**config.mk**
```make
export PLATFORM = sky130hd
export DESIGN_NAME = weight_stabilizer
export DESIGN_NICKNAME = d
export VERILOG_FILES = /design/src/rtl/weight_stabilizer_pkg.sv /design/src/rtl/weight_stabilizer_abs_diff_le.sv /design/src/rtl/weight_stabilizer.sv
export SDC_FILE = /design/constraint.sdc
export NUM_CORES = 1
export LEC_CHECK = 0
export CAP_MARGIN = 10
export CORE_ASPECT_RATIO = 1.1
export CORE_MARGIN = 5
export CORE_UTILIZATION = 56
export CTS_BUF_LIST = sky130_fd_sc_hd__clkbuf_4 sky130_fd_sc_hd__clkbuf_8
export CTS_CLUSTER_DIAMETER = 120
export CTS_CLUSTER_SIZE = 20
export DETAILED_ROUTE_END_ITERATION = 8
export PLACE_DENSITY = 0.8
export SLEW_MARGIN = 20
export SYNTH_ARGS = -nofsm -noshare
export SYNTH_HDL_FRONTEND = slang
export SYNTH_HIERARCHICAL = 1
export SYNTH_SLANG_ARGS = --single-unit
```
**constraint.sdc**
```tcl
create_clock -name CLK -period 6 [get_ports CLK]
set_input_delay 0.9 -clock CLK [delete_from_list [all_inputs] [get_ports CLK]]
set_output_delay 0.9 -clock CLK [all_outputs]
set_load 0.02 [all_outputs]
```
**src/rtl/weight_stabilizer_pkg.sv**
```systemverilog
`default_nettype none
// ============================================================================
// Module      : pkg_sorter_defs
// Description : Definitions shared between the weight stabilizer and the
//               package sorter: FSM state encoding and the default width of
//               the Weight word exchanged between the two blocks.
// Revision    : 1.0 - initial release
// ============================================================================
package pkg_sorter_defs;

    // Default width of raw and stabilized weight words.
    localparam int C_W_BITS = 12;

    // Width of the qualification / release counters.
    localparam int C_CNT_BITS = 4;

    // Stabilizer FSM states, explicitly encoded.
    typedef enum logic [1:0] {
        ST_IDLE   = 2'd0,
        ST_SETTLE = 2'd1,
        ST_HOLD   = 2'd2
    } state_t;

endpackage : pkg_sorter_defs
`default_nettype wire

```
**src/rtl/weight_stabilizer_abs_diff_le.sv**
```systemverilog
`default_nettype none
// ============================================================================
// Module      : abs_diff_le
// Description : Combinational tolerance comparator. Asserts o_le when
//               |i_a - i_b| <= TOL. The difference is formed one bit wider
//               than the operands and treated as signed, so it never wraps.
// Ports       : i_a  [W_BITS-1:0]  first operand (unsigned)
//               i_b  [W_BITS-1:0]  second operand (unsigned)
//               o_le               1 when the absolute difference <= TOL
// Revision    : 1.0 - initial release
// ============================================================================
module abs_diff_le #(
    parameter int W_BITS = 12,
    parameter int TOL    = 8
) (
    input  logic [W_BITS-1:0] i_a,
    input  logic [W_BITS-1:0] i_b,
    output logic              o_le
);

    localparam logic [W_BITS:0] C_TOL = (W_BITS + 1)'(TOL);

    logic signed [W_BITS:0] w_diff;
    logic        [W_BITS:0] w_abs;

    // Zero-extend both operands before subtracting; the MSB of the result is
    // then a true sign bit and the magnitude fits in W_BITS+1 bits.
    assign w_diff = $signed({1'b0, i_a}) - $signed({1'b0, i_b});
    assign w_abs  = w_diff[W_BITS] ? $unsigned(-w_diff) : $unsigned(w_diff);
    assign o_le   = (w_abs <= C_TOL);

endmodule : abs_diff_le
`default_nettype wire

```
**src/rtl/weight_stabilizer.sv**
```systemverilog
`default_nettype none
// ============================================================================
// Module      : weight_stabilizer
// Description : Conditions raw scale samples into a single settled weight per
//               package. A package is accepted after STABLE_CNT consecutive
//               valid samples stay within TOL of the first sample of the
//               window; the accepted weight is held until EMPTY_CNT
//               consecutive empty samples are seen, then Weight returns to 0.
//               Exactly one 0 -> nonzero transition occurs per package.
// Ports       : CLK          system clock, rising edge
//               Reset        synchronous active-low reset
//               RawWeight    unfiltered scale sample   [W_BITS-1:0]
//               SampleValid  RawWeight carries a new sample this cycle
//               Weight       stabilized weight, 0 when nothing accepted
//               Stable       1 while holding an accepted weight
//               Settling     1 while qualifying a package
//               Restart      1-cycle pulse when a settle window is discarded
// Revision    : 1.0 - initial release
// ============================================================================
module weight_stabilizer
    import pkg_sorter_defs::*;
#(
    parameter int W_BITS     = C_W_BITS,
    parameter int STABLE_CNT = 4,
    parameter int TOL        = 8,
    parameter int ZERO_THR   = 4,
    parameter int EMPTY_CNT  = 3
) (
    input  logic              CLK,
    input  logic              Reset,
    input  logic [W_BITS-1:0] RawWeight,
    input  logic              SampleValid,
    output logic [W_BITS-1:0] Weight,
    output logic              Stable,
    output logic              Settling,
    output logic              Restart
);

    localparam logic [C_CNT_BITS-1:0] C_STABLE_CNT = C_CNT_BITS'(STABLE_CNT);
    localparam logic [C_CNT_BITS-1:0] C_EMPTY_CNT  = C_CNT_BITS'(EMPTY_CNT);
    localparam logic [C_CNT_BITS-1:0] C_CNT_ONE    = C_CNT_BITS'(1);
    localparam logic [W_BITS-1:0]     C_ZERO_THR   = W_BITS'(ZERO_THR);

    // ------------------------------------------------------------------------
    // Registered state and datapath
    // ------------------------------------------------------------------------
    state_t                  r_state;
    logic [W_BITS-1:0]       r_ref;      // first sample of the current window
    logic [C_CNT_BITS-1:0]   r_run;      // qualifying samples in the window
    logic [C_CNT_BITS-1:0]   r_empty;    // consecutive empty samples in HOLD
    logic [W_BITS-1:0]       r_weight;
    logic                    r_restart;

    // ------------------------------------------------------------------------
    // Next-state values
    // ------------------------------------------------------------------------
    state_t                  w_state_nxt;
    logic [W_BITS-1:0]       w_ref_nxt;
    logic [C_CNT_BITS-1:0]   w_run_nxt;
    logic [C_CNT_BITS-1:0]   w_empty_nxt;
    logic [W_BITS-1:0]       w_weight_nxt;
    logic                    w_restart_nxt;

    logic                    w_is_empty;
    logic                    w_in_tol;
    logic [C_CNT_BITS-1:0]   w_run_inc;
    logic [C_CNT_BITS-1:0]   w_empty_inc;

    assign w_is_empty  = (RawWeight <= C_ZERO_THR);
    assign w_run_inc   = r_run + C_CNT_ONE;
    assign w_empty_inc = r_empty + C_CNT_ONE;

    abs_diff_le #(
        .W_BITS (W_BITS),
        .TOL    (TOL)
    ) u_tol_cmp (
        .i_a  (RawWeight),
        .i_b  (r_ref),
        .o_le (w_in_tol)
    );

    // ------------------------------------------------------------------------
    // State / datapath register
    // ------------------------------------------------------------------------
    always_ff @(posedge CLK) begin
        if (!Reset) begin
            r_state   <= ST_IDLE;
            r_ref     <= '0;
            r_run     <= '0;
            r_empty   <= '0;
            r_weight  <= '0;
            r_restart <= 1'b0;
        end else begin
            r_state   <= w_state_nxt;
            r_ref     <= w_ref_nxt;
            r_run     <= w_run_nxt;
            r_empty   <= w_empty_nxt;
            r_weight  <= w_weight_nxt;
            r_restart <= w_restart_nxt;
        end
    end

    // ------------------------------------------------------------------------
    // Next-state logic. Cycles without a valid sample hold everything and
    // only drop the Restart pulse.
    // ------------------------------------------------------------------------
    always_comb begin
        w_state_nxt   = r_state;
        w_ref_nxt     = r_ref;
        w_run_nxt     = r_run;
        w_empty_nxt   = r_empty;
        w_weight_nxt  = r_weight;
        w_restart_nxt = 1'b0;

        if (SampleValid) begin
            case (r_state)
                ST_IDLE: begin
                    if (!w_is_empty) begin
                        // The opening sample becomes the window reference
                        // and counts as the first qualifying sample.
                        w_ref_nxt   = RawWeight;
                        w_run_nxt   = C_CNT_ONE;
                        w_state_nxt = ST_SETTLE;
                    end
                end

                ST_SETTLE: begin
                    if (w_is_empty) begin
                        // Package lifted before settling: silent abandon.
                        w_run_nxt   = '0;
                        w_state_nxt = ST_IDLE;
                    end else if (!w_in_tol) begin
                        // Still bouncing: restart the window on this sample.
                        w_ref_nxt     = RawWeight;
                        w_run_nxt     = C_CNT_ONE;
                        w_restart_nxt = 1'b1;
                    end else begin
                        w_run_nxt = w_run_inc;
                        if (w_run_inc == C_STABLE_CNT) begin
                            // Publish the reference, not the latest sample,
                            // so the accepted value is the window anchor.
                            w_weight_nxt = r_ref;
                            w_empty_nxt  = '0;
                            w_state_nxt  = ST_HOLD;
                        end
                    end
                end

                ST_HOLD: begin
                    if (w_is_empty) begin
                        w_empty_nxt = w_empty_inc;
                        if (w_empty_inc == C_EMPTY_CNT) begin
                            w_weight_nxt = '0;
                            w_run_nxt    = '0;
                            w_state_nxt  = ST_IDLE;
                        end
                    end else begin
                        // Any load on the platform keeps the held weight;
                        // a swapped package is intentionally not re-weighed.
                        w_empty_nxt = '0;
                    end
                end

                default: begin
                    w_weight_nxt = '0;
                    w_run_nxt    = '0;
                    w_empty_nxt  = '0;
                    w_state_nxt  = ST_IDLE;
                end
            endcase
        end
    end

    // ------------------------------------------------------------------------
    // Output decode from registered state
    // ------------------------------------------------------------------------
    always_comb begin
        Stable   = (r_state == ST_HOLD);
        Settling = (r_state == ST_SETTLE);
    end

    assign Weight  = r_weight;
    assign Restart = r_restart;

endmodule : weight_stabilizer
`default_nettype wire

```
Word level (Yosys, flattened, before mapping)
Cells that the tools add are included.
Storage, ports and cells
  bits in registers: 35
  input port bits: 15
  output and inout bits: 15
Cells by class
  $add $sub $neg: 4
  magnitude comparators: 2
  equality and inequality tests: 13
  muxes and demuxes: 30
  bitwise logic cells: 4
  reduce and logical (&&, ||, !) cells: 8
Operator list (count)
  12-bit 2-to-1 mux: 8
  4-bit 2-to-1 mux: 9
  12-bit case mux with 3 select lines: 1
  12-bit case mux with 2 select lines: 1
  4-bit case mux with 3 select lines: 2
  13-bit by 4-bit less-or-equal comparator with 1-bit output, second input constant: 1
  13-bit 2-to-1 mux: 1
  13-bit negator: 1
  12-bit by 12-bit subtractor with 13-bit output: 1
  12-bit by 3-bit less-or-equal comparator with 1-bit output, second input constant: 1
  2-bit 2-to-1 mux: 6
  5-bit AND reduction: 2
  4-bit by 1-bit adder with 4-bit output, second input constant: 2
  2-bit by 1-bit != test with 1-bit output, second input constant: 4
  7-bit AND reduction: 1
  2-bit != test, second input constant: 3
  3-bit by 1-bit != test with 1-bit output, second input constant: 2
  2-bit case mux with 3 select lines: 1
  6-bit AND reduction: 1
  4-bit by 2-bit equality test with 1-bit output, second input constant: 1
  4-bit by 3-bit equality test with 1-bit output, second input constant: 1
  1-bit inverter: 4
  4-bit AND reduction: 1
  4-bit OR reduction: 1
  other kinds (5): 5

Logic depth before layout (Yosys ltp)
Gate-level depths: netlist of the first run.
  word-level depth: 7
  depth in mapped cells: 18

By module
Netlist of the first run, hierarchy kept.
Modules (own cells, without submodules)
  weight_stabilizer: instances 1, cells each 161, area each 1612.8 µm², seq. area each 700.7 µm²
  abs_diff_le: instances 1, cells each 130, area each 927.1 µm², seq. area each 0.0 µm²

Worst setup path before layout of the first run
No wires, ideal clock.
  path type: input to register
  start: in RawWeight[0]
  end: reg r_weight[0], in the netlist Weight[0]
  library setup time: 0.117 ns
  arrival time: 4.759 ns
  required time: 5.883 ns
  setup slack: 1.124 ns
  stages on the path: 17
  path buffers: 1
  path through: inv_1 > ha_1 > fa_1 > nor2b_1 > o211ai_1 > or4_1 > o31a_2 > o32ai_4 > nand3_2 > a211o_1 > a2111oi_2 > and2_1 > nand2_1 > o31ai_4 > o311ai_2 > buf_6 > a32o_2
On the way
  word-level cells in the longest chain between the ends: 6
  elaborated cells on any way between the ends: 9
Ends and longest elaborated chain
  start, declared: RTL line weight_stabilizer.sv:31  | input logic [W_BITS-1:0] RawWeight,
  12-bit by 12-bit subtractor with 13-bit output (*): RTL line weight_stabilizer_abs_diff_le.sv:28  | assign w_diff = $signed({1'b0, i_a}) - $signed({1'b0, i_b});
  13-bit negator: RTL line weight_stabilizer_abs_diff_le.sv:29  | assign w_abs = w_diff[W_BITS] ? $unsigned(-w_diff) : $unsigned(w_diff);
  13-bit 2-to-1 mux (*): RTL line weight_stabilizer_abs_diff_le.sv:29
  13-bit by 4-bit less-or-equal comparator with 1-bit output (*): RTL line weight_stabilizer_abs_diff_le.sv:30  | assign o_le = (w_abs <= C_TOL);
  named net w_in_tol: RTL line weight_stabilizer.sv:65  | logic w_in_tol;
  2-bit by 1-bit != test with 1-bit output (no line) (*)
  7-bit AND reduction (no line) (*)
  end signal, assigned: RTL line weight_stabilizer.sv:98  | r_weight <= w_weight_nxt;
  end, declared: RTL line weight_stabilizer.sv:51  | logic [W_BITS-1:0] r_weight;
The timed path passes the listed nets; every way through them passes the cells marked *.
A chain may end at the register's enable or synchronous reset.

Final worst setup path of the first run
  start: in RawWeight[0]
  end: reg r_weight[9], in the netlist Weight[9]
The elaborated chain is that of the path after synthesis.

==> run metrics, run 1 <==
startpoint type of the worst setup path input port; critical path fanouts, max 12; Core Area 0.00435 mm^2; Root Buffer Master clkbuf_8; CTS max path bufs 2; Die Wd 74.2 um; final hold viol count 0; worst clock skew 0.00728 ns; DR pass1 iterations 5; Post-CTS Hold Buffers 0; Final ANT Viol Nets 0; R2R setup slack 1.38 ns; Clk Latency, worst-skew pair 0.29 ns; DPL Wire Length 4.35 mm; # Max-Cap Violations 0; syn nets 323; commonest cells after routing, fill and taps aside dfxtp_1 (35), clkdlybuf4s50_1 (29), nand2_1 (24); Setup crit end kind register; minimum clock period 5.45 ns; WS Path Type in2reg; vias per cell 6.03; layout cells sized above 1 12.3%; Post-Syn Instances 291; Post-route DRC 0; Die Y 80.6 um; Crit path largest cell delay 0.50 ns; fmax 183 MHz; CTS Buf Count 5; FF+latch count, synth 35; status complete, no violations; cell area power density 194 mW/mm^2; vias in the first global route 2148; starting density of the core 58.4%; Total GRT Usage 19.9%; crit path max-delay cell type clkdlybuf4s50_1; Post-Synthesis Cell Area 0.00254 mm^2; Hold WC Path Type reg2reg; IO Port Bufs 29; Finished Layout Cells 372; Top Ports 30; GRT overflow 0; WP data arrival 5.63 ns; main flop type after synthesis dfxtp_1; Seq/Total Area, Yosys 27.6%; post-synth cell types 65; Rel. slew slack 43.9%; Post-synth EDFFs 0; placed cells 364; H-Tree Depth 2; Tcrit/Tclk final 90.9%; Synth-to-Final Area Change 16.1%; first-pass GRT wire length 9.58 mm; Worst VDD drop 0.000133 V; register clock-pin slew on the reported worst setup and hold paths 0.07 ns; Final GP Congestion 0.892; Crit path required time 6.18 ns; antenna violations before repair 0; critical path cell sequence clkdlybuf4s50_1 > inv_1 > ha_1 > fa_1 > nor2b_1 > o211ai_1 > or4_1 > o31a_2 > o32ai_4 > nand3_2 > a211o_1 > a2111oi_2 > and2_1 > nand2_1 > o31ai_4 > o311ai_2 > a32o_2; Fillers 356; P_leak 0.00118 uW; ys async rst share 0%; CTS Sinks 35; die area 0.00598 mm^2; final wirelength 5.60 mm; Yosys warnings 6; largest net degree at the start of global routing 41; via count 2243; hold_ws 0.497 ns; ant diodes 0; Cell Rows 25; starting DRC count in detailed routing 121; final setup TNS 0 ns; TritonCTS clock tree yes; post-DR wirelength/cell 15.1 um; most common cell after layout, fill and taps aside dfxtp_1; average size of a mapped cell 8.73 um^2; setup bufs post-CTS 0; final core utilization 67.8%; unrepaired setup endpoints after global routing false; Nets 349; Slew Viols, Final 0; final-report setup violation count 0; Slew @ Worst Pin 0.840 ns; post-CTS resize count 0
## flip-flops by register name (all words and copies together), names as in the netlist
| name | flops |
|---|---|
| r_empty | 4 |
| Restart | 1 |
| Weight | 12 |
| r_ref | 12 |
| r_run | 4 |
| r_state | 2 |
## worst max-delay path: cells and delay by family
family,cells,cell delay [ns]
buffers and inverters,2,0.55
and+or+nand+nor,5,1.23
AOI/OAI and AO/OA,8,2.22
adders and majority gates,2,0.71
## Yosys cell counts (4+ instances only)
cell	n	area share (%)
mux2i_1	15	5.9
inv_1	20	3.0
a31o_1	4	1.4
and2_1	5	1.2
nand4_1	4	0.99
dfxtp_1	35	28
buf_2	6	1.2
a21oi_1	12	2.4
xor2_1	5	1.7
nor2_1	14	2.1
ha_1	16	7.9
clkbuf_1	5	0.74
o21ai_0	8	1.6
xnor2_1	4	1.4
nor2b_1	14	3.4
nand2_1	24	3.5
nand2b_1	4	0.99
o21a_1	5	1.5
nor3_1	5	0.99
o22ai_1	4	0.99
nand3_1	8	1.6
a32o_2	12	5.3
## cells by family after synthesis
logic type / Yosys count / share of synthesized area (%)
muxes: 16 / 6.35
AOI/OAI and AO/OA: 81 / 27.3
buffers and inverters: 32 / 5.32
xor gates and xnor gates: 9 / 3.10
DFF: 35 / 27.6
adders and majority gates: 17 / 8.67
and+or+nand+nor: 101 / 21.7
## metrics by stage
step                total power (uW)  setup WS, ns  instance area (um^2)
finish                           573         0.549                  2950
global route                     606         0.214                  2950
CTS                              575         0.588                  2940
detailed placement               410         0.308                  2860
global placement                 408         0.379                  2860
floorplan                        372          1.12                  2540
## worst paths after layout
| kind | start | to | cells past startpoint |
|---|---|---|---|
| max | RawWeight[0] | Weight[9] | 17 |
| min | Weight[8] | Weight[8] | 1 |
| max reg2reg | r_ref[0] | Weight[9] | 15 |
| min reg2reg | Weight[8] | Weight[8] | 1 |
## power breakdown
group	leakage [uW]	switching, uW	internal [uW]	total, uW
registers	0.000285	6.59	238	245
logic	0.000851	91.0	71.5	163
clock network	0.0000477	86.2	79.4	166
## metal layers
layer	wire length [um]	up-vias	GRT usage, %
met4	23	0	3.20
met3	235	2	3.63
li1	-	1135	-
met5	0	-	0
met2	2840	45	35.9
met1	2500	1061	24.7
## layout make-up
type	count	area (um^2)	share of cell area (%)
inverter	20	75.1	2.55
clock buffer	5	68.8	2.33
multi-input combinational	224	1720	58.2
sequential	35	701	23.8
timing repair buffer	31	305	10.4
tap	54	67.6	2.29
clock inverter	3	15.0	0.509
(Power assumes the default switching activity.)
==> run 2: changes to the inputs <==
--- a/config.mk
+++ b/config.mk
@@ -14,6 +14,7 @@
 export CTS_CLUSTER_SIZE = 20
 export DETAILED_ROUTE_END_ITERATION = 8
 export PLACE_DENSITY = 0.8
+export SETUP_SLACK_MARGIN = 0.2
 export SLEW_MARGIN = 20
 export SYNTH_ARGS = -nofsm -noshare
 export SYNTH_HDL_FRONTEND = slang
==> constraint.sdc (replaced) <==
create_clock -name CLK -period 6 [get_ports CLK]
set_input_delay 1.2 -clock CLK [delete_from_list [all_inputs] [get_ports CLK]]
set_output_delay 1.2 -clock CLK [all_outputs]
set_load 0.02 [all_outputs]
==> run 2 against run 1 <==
  * Design area grew 5.3%
  * Non-clock buffer count increased by 7
  * Clock-buffer cell count did not move
  * Clock power up 54%
  * Largest cell class unchanged
==> run metrics, run 2 (synthesis results as in run 1) <==
Slew @ Worst Pin 1.31 ns; # Max-Cap Violations 0; Total GRT Usage 21.9%; layout cells sized above 1 14.7%; WP data arrival 5.87 ns; Final ANT Viol Nets 0; critical path fanouts, max 6; largest net degree at the start of global routing 41; GRT overflow 0; Die Y 80.6 um; placed cell area 0.00289 mm^2; CTS Buf Count 5; Hold Path Stages 1; R2R cell count 16; cell area power density 217 mW/mm^2; Setup crit end kind register; capture point of the worst reg-to-reg path Weight[5]; first-pass GRT wire length 10.3 mm; Tcrit/Tclk final 94.6%; final hold viol count 0; IO Port Bufs 29; CTS max path bufs 2; vias in the first global route 2271; via count 2354; Clk Latency, worst-skew pair 0.30 ns; Crit path required time 6.19 ns; Top Ports 30; Slew Viols, Final 0; CTS Sinks 35; DR pass1 iterations 4; Core Area 0.00435 mm^2; Root Buffer Master clkbuf_8; post-DR wirelength/cell 16.8 um; Finished Layout Cells 380; hold_sp Weight[8]; P_leak 0.00124 uW; register clock-pin slew on the reported worst setup and hold paths 0.08 ns; final wirelength 6.39 mm; Hold WC Path Type reg2reg; Pwr Total 673 uW; most common cell after layout, fill and taps aside dfxtp_1; fmax 176 MHz; Nets 357; WHS Endpoint Weight[8]; status complete, no violations; Final GP Congestion 0.836; Rel. slew slack 11.5%; R2R setup slack 1.46 ns; ant diodes 0; placed cells 367; starting density of the core 58.4%; unrepaired setup endpoints after global routing false; TritonCTS clock tree yes; WS Path Type in2reg; Post-route DRC 0; minimum clock period 5.68 ns; Critical R2R Launch r_ref[0]; final-report setup violation count 0; commonest cells after routing, fill and taps aside dfxtp_1 (35), clkdlybuf4s50_1 (29), nand2_1 (24); starting DRC count in detailed routing 138; Synth-to-Final Area Change 22.2%; Worst VDD drop 0.000264 V; antenna violations before repair 0; post-route cell area 0.00310 mm^2; H-Tree Depth 2; startpoint type of the worst setup path input port; Cell Rows 25; worst clock skew 0.0143 ns; die area 0.00598 mm^2; DPL Wire Length 4.46 mm; Die Wd 74.2 um; vias per cell 6.19
run 2: cell count changes in the layout (fill, tap and decap cells not counted), moves of 2 or more:
cell,before,now
buf_4,2,9
bufinv_16,0,2
clkinv_2,3,0
o311ai_4,0,2
run 2: per-stage QoR:
| stage | util (%) | setup slack, ns | setup TNS [ns] | hold WS, ns |
|---|---|---|---|---|
| 4_1_cts | 69.5 | 0.233 | 0 | 0.501 |
| 3_3_place_gp | 66.2 | 0.115 | 0 | 0.481 |
| 5_1_grt | 71.4 | 0.144 | 0 | 0.512 |
| 2_1_floorplan | - | 0.824 | 0 | 0.465 |
| 3_5_place_dp | 66.4 | -0.0569 | -0.601 | 0.483 |
| 6_report | 71.4 | 0.321 | 0 | 0.498 |
run 2: repair_timing:
| action | 4_1_cts | 5_1_grt |
|---|---|---|
| hold buffers | 0 | 0 |
| setup endpoints to repair | 0 | 12 |
| resized for setup | 0 | 5 |
| buffers inserted | 0 | 4 |
run 2: final cells by class:
type,count,area [um^2]
clock buffers,5,68.8
fillers,361,1240
multi-input cells,225,1770
flip-flops and latches,35,701
inverters,20,75.1
clock inverters,3,67.6
well taps,54,67.6
repair buffers,38,358
run 2: worst max path at each step:
stage               slack, ns   endpoint  cells after the start    startpoint
CTS                      0.23  Weight[4]                     18  RawWeight[0]
global placement         0.12   r_ref[6]                     17  RawWeight[0]
finish                   0.32  Weight[5]                     18  RawWeight[0]
floorplan                0.82  Weight[0]                     17  RawWeight[0]
global route             0.14  Weight[5]                     18  RawWeight[0]
detailed placement      -0.06  Weight[7]                     17  RawWeight[0]
run 2: power breakdown:
part / leakage [uW] / internal (uW) / switching, uW
registers: 0.000285 / 238 / 7.32
clock network: 0.0000644 / 166 / 89.0
logic: 0.000890 / 75.5 / 97.5
total: 0.00124 / 480 / 194
run 2: metal layers:
layer / vias up / part of all wire (%) / track usage, %
met5: - / 0 / 0
met4: 0 / 0.30 / 3.56
met3: 2 / 4.5 / 5.51
met2: 55 / 53 / 40.7
met1: 1142 / 43 / 25.2
li1: 1155 / - / -
run 2: critical path, stage by stage:
cell	delay, ns
clkdlybuf4s50_1	0.50
inv_1	0.06
ha_1	0.25
fa_1	0.46
nor2b_1	0.16
o211ai_1	0.13
or4_1	0.49
o31a_2	0.14
o32ai_4	0.26
nand3_2	0.13
a211o_1	0.34
a2111oi_4	0.38
and2_4	0.21
nand2_1	0.10
o31ai_4	0.34
buf_4	0.20
o311ai_4	0.14
a32o_2	0.34
